$ cat src/rtl/ro_pkg.sv
// ro_pkg -- shared definitions for the ring-buffer readout sequencer.
//
// Contents:
//   ro_state_e          readout FSM state encoding
//   RO_TIMEOUT_CYC_DEF  default SPI completion timeout, in sysclk cycles
package ro_pkg;

    typedef enum logic [2:0] {
        IDLE  = 3'd0,
        LOAD  = 3'd1,
        ISSUE = 3'd2,
        WAIT  = 3'd3,
        DONE  = 3'd4
    } ro_state_e;

    localparam logic [15:0] RO_TIMEOUT_CYC_DEF = 16'd4096;

endpackage

$ cat src/rtl/ro_timeout_cnt.sv
// ro_timeout_cnt -- SPI completion watchdog for ro_sequencer.
// Present only when RO_TIMEOUT_EN is defined.
//
// Ports:
//   sysclk   in  clock, rising edge
//   rst      in  synchronous active-high reset
//   run      in  high while the sequencer waits for spi_done_i; low clears
//   expired  out high in the WAIT cycle after which the readout is aborted
//
// The ISSUE cycle that precedes WAIT is counted as cycle 0, so the DONE
// cycle that follows expiry lands LIMIT cycles after spi_start_o.
// LIMIT must be at least 2.
`ifdef RO_TIMEOUT_EN
module ro_timeout_cnt #(
    parameter logic [15:0] LIMIT = 16'd4096
) (
    input  logic sysclk,
    input  logic rst,
    input  logic run,
    output logic expired
);

    logic [15:0] cnt;

    always_ff @(posedge sysclk) begin
        if (rst || !run) begin
            cnt <= 16'd0;
        end else if (!expired) begin
            cnt <= cnt + 16'd1;
        end
    end

    assign expired = run && (cnt == (LIMIT - 16'd2));

endmodule
`endif

$ cat src/rtl/ro_sequencer.sv
// ro_sequencer -- reads a window of words out of a ring buffer and hands
// each one to an SPI shifter, one word at a time.
//
// Optional feature: define RO_TIMEOUT_EN to abort a readout when spi_done_i
// does not arrive within TIMEOUT_CYC cycles of spi_start_o.
//
// Parameters:
//   SIZE         ring-buffer address width
//   TIMEOUT_CYC  SPI completion timeout in sysclk cycles (RO_TIMEOUT_EN only)
//
// Ports:
//   sysclk       in   clock, rising edge
//   rst          in   synchronous active-high reset
//   trig_i       in   readout request
//   offset_i     in   samples back from the write pointer to the first word
//   howmany_i    in   number of words to read
//   wr_addr_i    in   current ring-buffer write pointer
//   spi_done_i   in   pulse: SPI finished the current word (used in WAIT only)
//   rd_addr_o    out  ring-buffer read address (valid in ISSUE/WAIT, 0 otherwise)
//   spi_start_o  out  pulse: word at rd_addr_o valid, start SPI transfer
//   busy_o       out  high from LOAD through DONE
//   done_o       out  pulse at end of readout
//   trig_drop_o  out  pulse: trigger ignored because a readout is running
//   timeout_o    out  pulse, coincident with done_o, when a readout was aborted
//   dbg_state    out  current FSM state
//
// Handshake: spi_start_o is a one-cycle request; the shifter answers with a
// one-cycle spi_done_i pulse, which is only honoured while in WAIT.
module ro_sequencer
    import ro_pkg::*;
#(
    parameter int          SIZE        = 12,
    parameter logic [15:0] TIMEOUT_CYC = RO_TIMEOUT_CYC_DEF
) (
    input  logic            sysclk,
    input  logic            rst,
    input  logic            trig_i,
    input  logic [SIZE-1:0] offset_i,
    input  logic [SIZE-1:0] howmany_i,
    input  logic [SIZE-1:0] wr_addr_i,
    input  logic            spi_done_i,
    output logic [SIZE-1:0] rd_addr_o,
    output logic            spi_start_o,
    output logic            busy_o,
    output logic            done_o,
    output logic            trig_drop_o,
    output logic            timeout_o,
    output ro_state_e       dbg_state
);

    localparam logic [SIZE-1:0] ONE  = {{(SIZE-1){1'b0}}, 1'b1};
    localparam logic [SIZE-1:0] ZERO = '0;

    ro_state_e       state, state_nxt;
    logic [SIZE-1:0] offset_q, howmany_q, wr_addr_q;
    logic [SIZE-1:0] addr_q, remaining_q;
    logic            tmo_expired;

    // ------------------------------------------------------------------
    // Optional watchdog
    // ------------------------------------------------------------------
`ifdef RO_TIMEOUT_EN
    logic timeout_q;

    ro_timeout_cnt #(
        .LIMIT (TIMEOUT_CYC)
    ) u_timeout_cnt (
        .sysclk  (sysclk),
        .rst     (rst),
        .run     (state == WAIT),
        .expired (tmo_expired)
    );

    // A late spi_done_i arriving in the expiry cycle still completes the word.
    always_ff @(posedge sysclk) begin
        if (rst) begin
            timeout_q <= 1'b0;
        end else begin
            timeout_q <= tmo_expired && !spi_done_i;
        end
    end

    assign timeout_o = timeout_q;
`else
    logic unused_timeout_cfg;
    assign unused_timeout_cfg = ^TIMEOUT_CYC;
    assign tmo_expired        = 1'b0;
    assign timeout_o          = 1'b0;
`endif

    // ------------------------------------------------------------------
    // State and datapath registers
    // ------------------------------------------------------------------
    always_ff @(posedge sysclk) begin
        if (rst) begin
            state       <= IDLE;
            offset_q    <= ZERO;
            howmany_q   <= ZERO;
            wr_addr_q   <= ZERO;
            addr_q      <= ZERO;
            remaining_q <= ZERO;
        end else begin
            state <= state_nxt;
            case (state)
                IDLE: begin
                    // Snapshot the request so later input changes cannot
                    // disturb a readout in progress.
                    if (trig_i) begin
                        offset_q  <= offset_i;
                        howmany_q <= howmany_i;
                        wr_addr_q <= wr_addr_i;
                    end
                end
                LOAD: begin
                    // The write pointer addresses the next free slot, so the
                    // newest sample sits one below it; arithmetic wraps.
                    addr_q      <= wr_addr_q - offset_q - ONE;
                    remaining_q <= howmany_q;
                end
                WAIT: begin
                    if (spi_done_i) begin
                        addr_q      <= addr_q + ONE;
                        remaining_q <= remaining_q - ONE;
                    end
                end
                default: begin
                end
            endcase
        end
    end

    // ------------------------------------------------------------------
    // Next state and outputs
    // ------------------------------------------------------------------
    always_comb begin
        state_nxt   = state;
        spi_start_o = 1'b0;
        busy_o      = (state != IDLE);
        done_o      = 1'b0;
        rd_addr_o   = ZERO;
        trig_drop_o = trig_i && (state != IDLE) && !rst;

        case (state)
            IDLE: begin
                if (trig_i) begin
                    state_nxt = LOAD;
                end
            end
            LOAD: begin
                // remaining_q is being loaded this cycle, so test the source.
                state_nxt = (howmany_q == ZERO) ? DONE : ISSUE;
            end
            ISSUE: begin
                spi_start_o = 1'b1;
                rd_addr_o   = addr_q;
                state_nxt   = WAIT;
            end
            WAIT: begin
                rd_addr_o = addr_q;
                if (spi_done_i) begin
                    state_nxt = (remaining_q == ONE) ? DONE : ISSUE;
                end else if (tmo_expired) begin
                    state_nxt = DONE;
                end
            end
            DONE: begin
                done_o    = 1'b1;
                state_nxt = IDLE;
            end
            default: begin
                state_nxt = IDLE;
            end
        endcase
    end

    assign dbg_state = state;

endmodule
$ cat config.mk
export PLATFORM = sky130hd
export DESIGN_NAME = ro_sequencer
export DESIGN_NICKNAME = d
export VERILOG_FILES = /design/src/rtl/ro_pkg.sv /design/src/rtl/ro_timeout_cnt.sv /design/src/rtl/ro_sequencer.sv
export SDC_FILE = /design/constraint.sdc
export NUM_CORES = 1
export LEC_CHECK = 0
export BUFFER_PORTS_ARGS = -buffer_cell sky130_fd_sc_hd__buf_2
export CAP_MARGIN = 20
export CORE_ASPECT_RATIO = 0.8
export CORE_MARGIN = 8
export CORE_UTILIZATION = 32
export DETAILED_ROUTE_END_ITERATION = 12
export HOLD_SLACK_MARGIN = 0.05
export PLACE_DENSITY = 0.47
export SYNTH_ARGS = -nofsm -noshare
export SYNTH_HDL_FRONTEND = slang
export SYNTH_SLANG_ARGS = --single-unit
$ cat constraint.sdc
create_clock -name sysclk -period 2.24 [get_ports sysclk]
set_clock_uncertainty 0.1 [all_clocks]
set_input_delay 0.336 -clock sysclk [delete_from_list [all_inputs] [get_ports sysclk]]
set_output_delay 0.336 -clock sysclk [all_outputs]
set_load 0.005 [all_outputs]
======== After elaboration in Yosys (flattened, before gate mapping) ========
Index checks and enable logic that the tools add are counted.
W data, S select, Z words.
word-level totals
  bits in registers ....................... 63
  input port bits ......................... 40
  output and inout port bits .............. 20
  word-level logic and storage cells ...... 40
cells by class
  $add $sub $neg .......................... 4
  eq/ne operators ......................... 7
  mux-type cells .......................... 12
  reduce and logical (&&, ||, !) cells .... 11
operator list
  kind                     number
  $pmux W12 S2             2
  $mux W12                 3
  $sub A12 B1 Y12 const B  2
  $add A12 B1 Y12 const B  1
  $eq A12 B1 Y1 const B    1
  $logic_not A12 Y1        1
  $mux W3                  4
  $pmux W3 S4              1
  $sub A12 B12 Y12         1
  $eq A3 B2 Y1 const B     2
  $reduce_and A2 Y1        3
  $ne A2 B2 Y1 const B     2
  $eq A3 B1 Y1 const B     1
  $eq A3 B3 Y1 const B     1
  $logic_not A3 Y1         1
  $reduce_bool A3 Y1       1
  $logic_and A1 B1 Y1      2
  $mux W1                  2
  $reduce_bool A2 Y1       1
  $reduce_or A2 Y1         1
  $logic_not A1 Y1         1

======== Longest topological paths before layout ========
Gate-level depths: netlist of run 1.
  depth in word-level cells ............... 4
  gate-level depth with buffers ........... 8

======== Least setup slack after synthesis of run 1 ========
No wires, ideal clock.
  kind .................................... reg-to-reg
  start point ............................. register offset_q[4]
  end point ............................... register addr_q[9]
  setup time .............................. 0.133 ns
  arrival time ............................ 1.771 ns
  required time ........................... 2.007 ns
  slack ................................... 0.235 ns
  stages on the path, launching flop included .. 8
  period minus slack after synthesis ...... 2.005 ns
  cell sequence ........................... dfxtp_1 -> inv_1 -> ha_1 -> a21o_1 -> a31o_2 -> or2_0 -> o41ai_1 -> o22ai_1
on the way
  cells in the longest elaborated chain, start to end .. 3
ends and longest elaborated chain
  what                    RTL line             text
  start, declared         ro_sequencer.sv:55   logic [SIZE-1:0] offset_q, howmany_q, wr_addr_q;
  start signal, assigned  ro_sequencer.sv:109  offset_q <= offset_i;
  $sub A12 B12 Y12        ro_sequencer.sv:117  addr_q <= wr_addr_q - offset_q - ONE;
  $sub A12 B1 Y12         ro_sequencer.sv:117
  $pmux W12 S2            ro_sequencer.sv:104  case (state)
  end signal, assigned    ro_sequencer.sv:117
  end signal, assigned    ro_sequencer.sv:122  addr_q <= addr_q + ONE;
  end, declared           ro_sequencer.sv:56   logic [SIZE-1:0] addr_q, remaining_q;
No other way between the ends.
A chain may end at the register's enable or synchronous reset.

======== Worst setup path in the final report of run 1 ========
  start point ............................. register offset_q[4]
  end point ............................... register addr_q[7]
The elaborated chain is that of the path after synthesis.

==> impl_results.md, run 1 <==
* Hold_ws at 0.143 ns
* Fin area at 0.00444 sq mm
* Die Height at 111 um
* Fraction of layout cells with a size suffix above 1 at 0.186
* TritonCTS clock tree: yes
* Clock Path Buffers at 2
* Max-slew violations at 0
* Met1 Track Usage GR at 0.225
* Most used routing layer: met1
* Pwr per Cell Area at 879 mW/mm^2
* Worst slew pin tran at 0.503 ns
* Syn nets at 540
* CTS buffer count at 9
* Fin crit period at 2.13 ns
* Worst min path class: input pin to flip-flop
* Fin crit share at 0.950
* Hold Buf Count CTS at 0
* Core region area at 0.0110 sq mm
* P&R area growth vs syn at 22.4%
* Max IR drop VDD at 0.369 mV
* Final WL at 11.2 mm
* DRC violations left at 0
* Flops & latches, synth at 63
* Netlist Area Pre-Place at 0.00362 sq mm
* Commonest non-fill, non-tap cell in the layout: nand2_1
* IO Pins at 60
* Initial DRC count at 285
* Port bufs at 58
* Die area at 0.0150 sq mm
* Yosys cell types at 61
* Dpl cells at 675
* DR pass1 iterations at 4
* Top achievable clock speed at 470 MHz
* Most frequent cells in the layout: nand2_1 (101), a21oi_1 (63), dfxtp_1 (63)
* Setup TNS at 0 ns
* Leak at 1.80 nW
* Row cnt at 34
* Worst Setup End Kind: flip-flop
* Seq/Total Area, Yosys at 0.348
* Setup violators final at 0
* Most used flip-flop cell after synthesis: dfxtp_1
* Outcome: complete, no violations
* GRT Total Usage at 0.148
* Ys async rst share at 0
* Ys Warns at 0
* Starting density of the core at 0.330
* Avg Inst Size Synth at 7.47 sq um
* Via Count at 3587
* CTS Root Cell: clkbuf_16
* Startpoint Class: flip-flop
* Met3 global-route usage at 0.0308
* Critical path peak fanout at 6
* Slew margin rel. at 0.662
* Die W at 135 um
* Post-route ant nets at 0
* Placed inst area at 0.00413 sq mm
* Largest net degree at the start of global routing at 37
* Fillers at 1169
* Crit path required time at 2.33 ns
* Final nets at 597
* Met2 Resource Use GR at 0.197
* Grt ovf at 0
* Antenna violations before repair at 0
* Worst Setup Path Type: flip-flop to flip-flop
* DR WL/cell at 16.2 um
* Maxcap violations at 0
* Fin. Hold Viols at 0
* CTS HTree Levels at 3
* First-pass GRT wire length at 18.1 mm
* GPL Wtd Cong at 0.851
* Post-synth EDFFs at 0
* N_diodes at 0
* CTS clk-pin slew, worst paths at 0.06 ns
* Detailed-placement wirelength estimate at 8.22 mm
* Worst skew pair latency at 0.33 ns
* Mapped Cells at 485
* Layout Cells excl Fill at 691
* Vias in the first global route at 3438
* Data arrival time of the worst path at 2.21 ns
* Via/cell ratio at 5.19
* Clk sinks at 63
-- kinds of logic after synthesis --
group,synth area share
buffers and inverters,0.0580
adder cells (fa/ha/maj),0.0538
multiplexers,0.00621
flip-flops,0.348
AO/OA/AOI/OAI,0.251
other,0.00103
AND/OR/NAND/NOR,0.265
XOR/XNOR,0.0169
-- layer usage --
layer	routed length (um)	up-vias
met3	512	11
met2	4450	89
li1	-	1826
met4	117	0
met1	6140	1661
met5	0	-
-- final timing paths --
check	from	endpoint	slack, ns	cells past startpoint
setup / recovery	offset_q[4]$_SDFFE_PP0P_	addr_q[7]$_SDFFE_PP0P_	0.11	7
hold / removal	offset_i[3]	offset_q[3]$_SDFFE_PP0P_	0.14	3
setup reg to reg	offset_q[4]$_SDFFE_PP0P_	addr_q[7]$_SDFFE_PP0P_	0.11	7
hold reg to reg	offset_q[1]$_SDFFE_PP0P_	offset_q[1]$_SDFFE_PP0P_	0.35	2
-- area by class of cell --
type	instances	area [sq um]	area share
Clock inverter	6	61.3	0.0138
Sequential cell	63	1260	0.284
Timing Repair Buffer	78	465	0.105
Inverter	19	71.3	0.0161
Clock buffer	10	229	0.0516
Multi-Input combinational cell	371	2170	0.489
Tap cell	144	180	0.0406
-- cell usage after synthesis (4+ instances only) --
| cell type | n | area, sq um |
|---|---|---|
| nor3_1 | 16 | 80.1 |
| o21ai_0 | 15 | 75.1 |
| nand2_1 | 101 | 379 |
| a211oi_1 | 4 | 30.0 |
| nand3_1 | 11 | 55.1 |
| xor2_1 | 5 | 43.8 |
| a22oi_1 | 4 | 30.0 |
| ha_1 | 14 | 175 |
| nor2b_1 | 4 | 25.0 |
| nor2_1 | 22 | 82.6 |
| nor4_1 | 7 | 43.8 |
| dfxtp_1 | 63 | 1260 |
| clkbuf_1 | 20 | 75.1 |
| a21o_1 | 7 | 52.6 |
| o211ai_1 | 7 | 52.6 |
| a21oi_1 | 63 | 315 |
| buf_2 | 9 | 45.0 |
| inv_1 | 19 | 71.3 |
| and2_1 | 18 | 113 |
| nand2b_1 | 6 | 37.5 |
-- critical path, cell delays in order (launching register included) --
cell and delay [ns]:
dfxtp_1 0.32, inv_1 0.04, ha_1 0.30, a21o_1 0.21, a31o_2 0.26, or2_0 0.29, o311ai_1 0.35, a221oi_1 0.12
-- stage by stage --
stage / power [W] / worst slack (ns) / util
floorplan: 0.00215 / 0.235 / -
global placement: 0.00251 / 0.152 / 0.376
detailed placement: 0.00252 / 0.111 / 0.376
CTS: 0.00390 / 0.0951 / 0.403
global route: 0.00413 / -0.00508 / 0.404
finish: 0.00390 / 0.113 / 0.404
-- power breakdown --
group | internal [W] | leakage, nW | switching, W
Clock | 0.000857 | 0.142 | 0.000520
Sequential | 0.00125 | 0.516 | 0.000144
Combinational | 0.000479 | 1.14 | 0.000645
Total | 0.00259 | 1.80 | 0.00131
-- sequential cells by signal, indices dropped and copies added (netlist names) --
name,cells
remaining_q,12
addr_q,12
offset_q,12
dbg_state,3
wr_addr_q,12
howmany_q,12
-- what timing repair did --
action	4_1_cts	5_1_grt
endpoints found under the setup margin	0	6
resized for setup	0	4
endpoints found under the hold margin	0	0
setup buffers	0	0
Power figures use the tool's default switching activity.
==> inputs of run 2 (changes only) <==
Settings changed: CELL_PAD_IN_SITES_DETAIL_PLACEMENT set to 1, CELL_PAD_IN_SITES_GLOBAL_PLACEMENT set to 2, PLACE_DENSITY 0.47 to 0.76, SETUP_SLACK_MARGIN set to 0.2.
==> run 2 against run 1 <==
Combinational power is 17% higher. Sequential power about the same. Global-route usage increased by 1.7 points. First-iteration DRC count grew 1.1%. Clock-buffer cell count increased by 1. Worst setup slack better by 0.12 ns. Critical path type unchanged. Hold slack worse by 0.0068 ns. Non-clock buffer count rose by 7. Die area did not move. Sequential cell count unchanged.
==> impl_results.md, run 2 (synthesis results as in run 1) <==
* P&R area growth vs syn at 29.4% (was 22.4%)
* Post-layout util at 0.427 (was 0.404)
* Clk sinks at 63 (unchanged)
* Fin crit share at 0.897 (was 0.950)
* Fraction of layout cells with a size suffix above 1 at 0.238 (was 0.186)
* Die area at 0.0150 sq mm (unchanged)
* Critical path buffer and inverter count at 1 (unchanged)
* Fin. Hold Viols at 0 (unchanged)
* Critical path peak fanout at 6 (unchanged)
* Pwr per Cell Area at 881 mW/mm^2 (was 879 mW/mm^2)
* Fillers at 1351 (was 1169)
* DRC violations left at 0 (unchanged)
* Max-slew violations at 0 (unchanged)
* CTS Root Cell: clkbuf_16 (unchanged)
* Starting density of the core at 0.330 (unchanged)
* Post-route ant nets at 0 (unchanged)
* Worst Setup End Kind: flip-flop (unchanged)
* Antenna violations before repair at 0 (unchanged)
* NetSw at 0.00141 W (was 0.00131 W)
* Final nets at 604 (was 597)
* Core region area at 0.0110 sq mm (unchanged)
* Port bufs at 58 (unchanged)
* Worst min path class: input pin to flip-flop (unchanged)
* Final WL at 12.5 mm (was 11.2 mm)
* Setup TNS at 0 ns (unchanged)
* Fin crit period at 2.01 ns (was 2.13 ns)
* Outcome: complete, no violations (unchanged)
* Int Pwr at 0.00272 W (was 0.00259 W)
* Via Count at 3683 (was 3587)
* Commonest non-fill, non-tap cell in the layout: nand2_1 (unchanged)
* IO Pins at 60 (unchanged)
* Net Sw Frac at 0.341 (was 0.336)
* CTS HTree Levels at 3 (unchanged)
* Peak per-stage delay on the critical path at 0.32 ns (was 0.35 ns)
* DR pass1 iterations at 5 (was 4)
* Comb power frac at 0.317 (was 0.288)
* RSZ-0062 raised after global routing: yes
* Clock Path Buffers at 2 (unchanged)
* Flop pwr share at 0.341 (was 0.358)
* Detailed-placement wirelength estimate at 9.08 mm (was 8.22 mm)
* Initial DRC count at 288 (was 285)
* Crit path required time at 2.33 ns (about the same)
* GRT Total Usage at 0.164 (was 0.148)
* Worst Setup Path Type: flip-flop to flip-flop (unchanged)
* Data arrival time of the worst path at 2.10 ns (was 2.21 ns)
* Grt ovf at 0 (unchanged)
* Clock power share at 0.342 (was 0.353)
* Setup violators final at 0 (unchanged)
* CP max-delay cell: dfxtp_1 (was o311ai_1)
* Most frequent cells in the layout: nand2_1 (100), dfxtp_1 (61), a21oi_1 (60) (was nand2_1 (101), a21oi_1 (63), dfxtp_1 (63))
* Critical path's top delay family: compound AO/OA/AOI/OAI gates (unchanged)
* Largest net degree at the start of global routing at 45 (was 37)
* Leak at 1.86 nW (was 1.80 nW)
* Critical path cell sequence: inv_1 -> ha_1 -> a21o_1 -> and4_2 -> or2_4 -> o41ai_4 -> o22ai_1 (was inv_1 -> ha_1 -> a21o_1 -> a31o_2 -> or2_0 -> o311ai_1 -> a221oi_1)
* Hold_ws at 0.136 ns (was 0.143 ns)
* Max IR drop VDD at 0.439 mV (was 0.369 mV)
* Die Height at 111 um (unchanged)
* N_diodes at 0 (unchanged)
* Worst slew pin tran at 0.498 ns (was 0.503 ns)
* Worst skew pair latency at 0.33 ns (about the same)
* DR WL/cell at 17.9 um (was 16.2 um)
* TritonCTS clock tree: yes (unchanged)
* CTS buffer count at 9 (unchanged)
* GPL Wtd Cong at 0.851 (about the same)
* Maxcap violations at 0 (unchanged)
* CTS clk-pin slew, worst paths at 0.05 ns (was 0.06 ns)
* First-pass GRT wire length at 19.8 mm (was 18.1 mm)
* Die W at 135 um (unchanged)
* Startpoint Class: flip-flop (unchanged)
* Via/cell ratio at 5.28 (was 5.19)
* Slew margin rel. at 0.665 (was 0.662)
* Top achievable clock speed at 498 MHz (was 470 MHz)
* Vias in the first global route at 3721 (was 3438)
* Row cnt at 34 (unchanged)
[run 2: cell types whose count changed in the layout (fill, tap and decap cells not counted), moves of 3 or more]
cell,before,now
a21oi_1,63,60
buf_4,18,23
ha_1,14,9
ha_4,0,4
[run 2: layer usage]
layer,global-route usage,up-vias,wire length (um)
li1,-,1835,-
met1,0.231,1753,6480
met2,0.242,81,5330
met3,0.0340,14,438
met4,0.0539,0,212
met5,0,-,0
[run 2: layout make-up]
type	instances	area, sq um	area share
Clock inverter	5	57.6	0.0123
Inverter	19	71.3	0.0152
Tap cell	144	180	0.0384
Multi-Input combinational cell	371	2330	0.497
Clock buffer	11	243	0.0518
Sequential cell	63	1260	0.269
Timing Repair Buffer	85	543	0.116
[run 2: final timing paths]
kind | end | from | slack (ns) | depth (start not counted)
hold reg to reg | offset_q[1]$_SDFFE_PP0P_ | offset_q[1]$_SDFFE_PP0P_ | 0.35 | 2
setup reg to reg | addr_q[9]$_SDFFE_PP0P_ | offset_q[1]$_SDFFE_PP0P_ | 0.23 | 7
setup / recovery | addr_q[9]$_SDFFE_PP0P_ | offset_q[1]$_SDFFE_PP0P_ | 0.23 | 7
hold / removal | howmany_q[8]$_SDFFE_PP0P_ | howmany_i[8] | 0.14 | 3
[run 2: worst reg2reg max path, stage by stage, from the launching register on]
cell     delay, ns
dfxtp_1       0.32
inv_1         0.06
ha_1          0.29
a21o_1        0.17
and4_2        0.28
or2_4         0.27
o41ai_4       0.24
o22ai_1       0.14
[run 2: per-stage QoR]
step           cell area (sq um)  cells  total power (W)  setup slack (ns)
4_1_cts                     4520    693          0.00405             0.150
2_1_floorplan               3620    485          0.00215             0.235
3_3_place_gp                4170    677          0.00254             0.137
5_1_grt                     4690    698          0.00436             0.116
3_5_place_dp                4170    677          0.00257           0.00965
6_report                    4690    698          0.00413             0.232
[run 2: power by group through the flow]
stage	combinational (W)	sequential [W]	clock [W]
6_report	0.00131	0.00141	0.00141
2_1_floorplan	0.000793	0.00136	0
3_3_place_gp	0.00112	0.00142	0
5_1_grt	0.00144	0.00143	0.00149
3_5_place_dp	0.00114	0.00143	0
4_1_cts	0.00119	0.00141	0.00145
[run 2: repair_timing]
action | 4_1_cts | 5_1_grt
buffers inserted | 0 | 5
pin swaps | 3 | 14
setup endpoints to repair | 7 | 10
hold buffers | 0 | 0
resized for setup | 12 | 25
==> inputs of run 3 (changes only) <==
Settings changed: BUFFER_PORTS_ARGS -buffer_cell sky130_fd_sc_hd__buf_2 to -buffer_cell sky130_fd_sc_hd__clkbuf_2.
==> run 3 against run 2 <==
Fmax rose by 1.4%. Register-to-register slack better by 0.03 ns. Global-route usage shrank 0.20 points. Clock-buffer cell count unchanged. Power is 4.5% lower. Die area stayed put. Routed wire length fell by 1.5%. Clock power is 9.9% lower. Sequential power is essentially flat. Design area fell by 1.3%. Core utilization shrank 0.57 points.
==> impl_results.md, run 3 (synthesis results as in run 1) <==
* GPL Wtd Cong at 0.855 (was 0.851)
* Top achievable clock speed at 505 MHz (was 498 MHz)
* Worst Setup End Kind: flip-flop (unchanged)
* TritonCTS clock tree: yes (unchanged)
* Die Height at 111 um (unchanged)
* DR WL/cell at 17.6 um (was 17.9 um)
* Critical path buffer and inverter count at 0 (was 1)
* P&R area growth vs syn at 27.6% (was 29.4%)
* Critical path's top delay family: compound AO/OA/AOI/OAI gates (unchanged)
* Critical path cell sequence: ha_4 -> a21o_1 -> and4_4 -> or2_4 -> o41ai_4 -> o22ai_1 (was inv_1 -> ha_1 -> a21o_1 -> and4_2 -> or2_4 -> o41ai_4 -> o22ai_1)
* Max-slew violations at 0 (unchanged)
* Fin crit share at 0.884 (was 0.897)
* Maxcap violations at 0 (unchanged)
* Clk sinks at 63 (unchanged)
* Row cnt at 34 (unchanged)
* N_diodes at 0 (unchanged)
* Worst skew pair latency at 0.33 ns (about the same)
* GRT Total Usage at 0.162 (was 0.164)
* Antenna violations before repair at 0 (unchanged)
* Die W at 135 um (unchanged)
* Data arrival time of the worst path at 2.08 ns (was 2.10 ns)
* Worst Setup Path Type: flip-flop to flip-flop (unchanged)
* Grt ovf at 0 (unchanged)
* Vias in the first global route at 3635 (was 3721)
* Fin area at 0.00463 sq mm (was 0.00469 sq mm)
* Die area at 0.0150 sq mm (unchanged)
* Port bufs at 58 (unchanged)
* Fraction of layout cells with a size suffix above 1 at 0.241 (was 0.238)
* First-pass GRT wire length at 19.7 mm (was 19.8 mm)
* Via Count at 3681 (was 3683)
* Via/cell ratio at 5.27 (was 5.28)
* DR pass1 iterations at 4 (was 5)
* Startpoint Class: flip-flop (unchanged)
* Clock Path Buffers at 2 (unchanged)
* CP max-delay cell: dfxtp_2 (was dfxtp_1)
* Max IR drop VDD at 0.444 mV (was 0.439 mV)
* RSZ-0062 raised after global routing: yes (unchanged)
* Peak per-stage delay on the critical path at 0.39 ns (was 0.32 ns)
* Worst min path class: input pin to flip-flop (unchanged)
* Outcome: complete, no violations (unchanged)
* CTS clk-pin slew, worst paths at 0.05 ns (about the same)
* Critical path peak fanout at 6 (unchanged)
* Setup TNS at 0 ns (unchanged)
* Commonest non-fill, non-tap cell in the layout: nand2_1 (unchanged)
* Pwr per Cell Area at 853 mW/mm^2 (was 881 mW/mm^2)
* CTS HTree Levels at 3 (unchanged)
* Post-route ant nets at 0 (unchanged)
* Placed inst area at 0.00418 sq mm (was 0.00417 sq mm)
* Setup violators final at 0 (unchanged)
* Most frequent cells in the layout: nand2_1 (100), a21oi_1 (61), dfxtp_1 (60) (was nand2_1 (100), dfxtp_1 (61), a21oi_1 (60))
* Fillers at 1368 (was 1351)
* IO Pins at 60 (unchanged)
* CTS Root Cell: clkbuf_16 (unchanged)
* Core region area at 0.0110 sq mm (unchanged)
* Hold_ws at 0.122 ns (was 0.136 ns)
* Detailed-placement wirelength estimate at 8.92 mm (was 9.08 mm)
* DRC violations left at 0 (unchanged)
* Initial DRC count at 220 (was 288)
* Leak at 1.84 nW (was 1.86 nW)
* Crit path required time at 2.34 ns (was 2.33 ns)
* CTS buffer count at 9 (unchanged)
* Final nets at 606 (was 604)
* Starting density of the core at 0.330 (unchanged)
* Fin crit period at 1.98 ns (was 2.01 ns)
* Fin. Hold Viols at 0 (unchanged)
* Final WL at 12.3 mm (was 12.5 mm)
* Largest net degree at the start of global routing at 37 (was 45)
run 3: path summary, 6_finish.rpt:
check,from,end,slack (ns),depth (start not counted)
worst min-delay path,wr_addr_i[9],wr_addr_q[9]$_SDFFE_PP0P_,0.12,3
worst min register to register,offset_q[6]$_SDFFE_PP0P_,offset_q[6]$_SDFFE_PP0P_,0.36,2
worst max register to register,wr_addr_q[1]$_SDFFE_PP0P_,addr_q[9]$_SDFFE_PP0P_,0.26,6
worst max-delay path,wr_addr_q[1]$_SDFFE_PP0P_,addr_q[9]$_SDFFE_PP0P_,0.26,6
run 3: tightest hold or removal path, stage by stage:
cell      delay [ns]
clkbuf_2        0.08
nand2_1         0.04
a21oi_1         0.05
run 3: metrics by stage:
step	power (W)	cells	utilization	worst slack [ns]
5_1_grt	0.00419	699	0.422	0.163
3_3_place_gp	0.00254	681	0.381	0.122
4_1_cts	0.00388	696	0.408	0.184
2_1_floorplan	0.00215	485	-	0.235
6_report	0.00395	699	0.422	0.260
3_5_place_dp	0.00256	681	0.381	0.0358
run 3: report_power, final:
group          switching [W]  internal, W
Sequential          0.000149      0.00125
Clock               0.000499     0.000766
Combinational       0.000707     0.000571
run 3: cell type report:
| cell class | instances | area, sq um | area share |
|---|---|---|---|
| clock inverters | 4 | 22.5 | 0.00487 |
| well taps | 144 | 180 | 0.0389 |
| multi-input cells | 371 | 2310 | 0.500 |
| clock buffers | 11 | 243 | 0.0525 |
| repair buffers | 87 | 533 | 0.115 |
| flip-flops and latches | 63 | 1260 | 0.273 |
| inverters | 19 | 71.3 | 0.0154 |
run 3: repair_timing:
action / in CTS / in global routing
gates resized for setup: 11 / 27
setup buffers: 0 / 3
endpoints found under the hold margin: 0 / 0
endpoints found under the setup margin: 7 / 9
hold buffers: 0 / 0
pin swaps: 4 / 14
run 3: routing by layer:
layer	vias up	global-route usage	routed length (um)
li1	1843	-	-
met2	82	0.223	4970
met4	0	0.0399	130
met3	9	0.0430	698
met1	1747	0.240	6470
met5	-	0	0
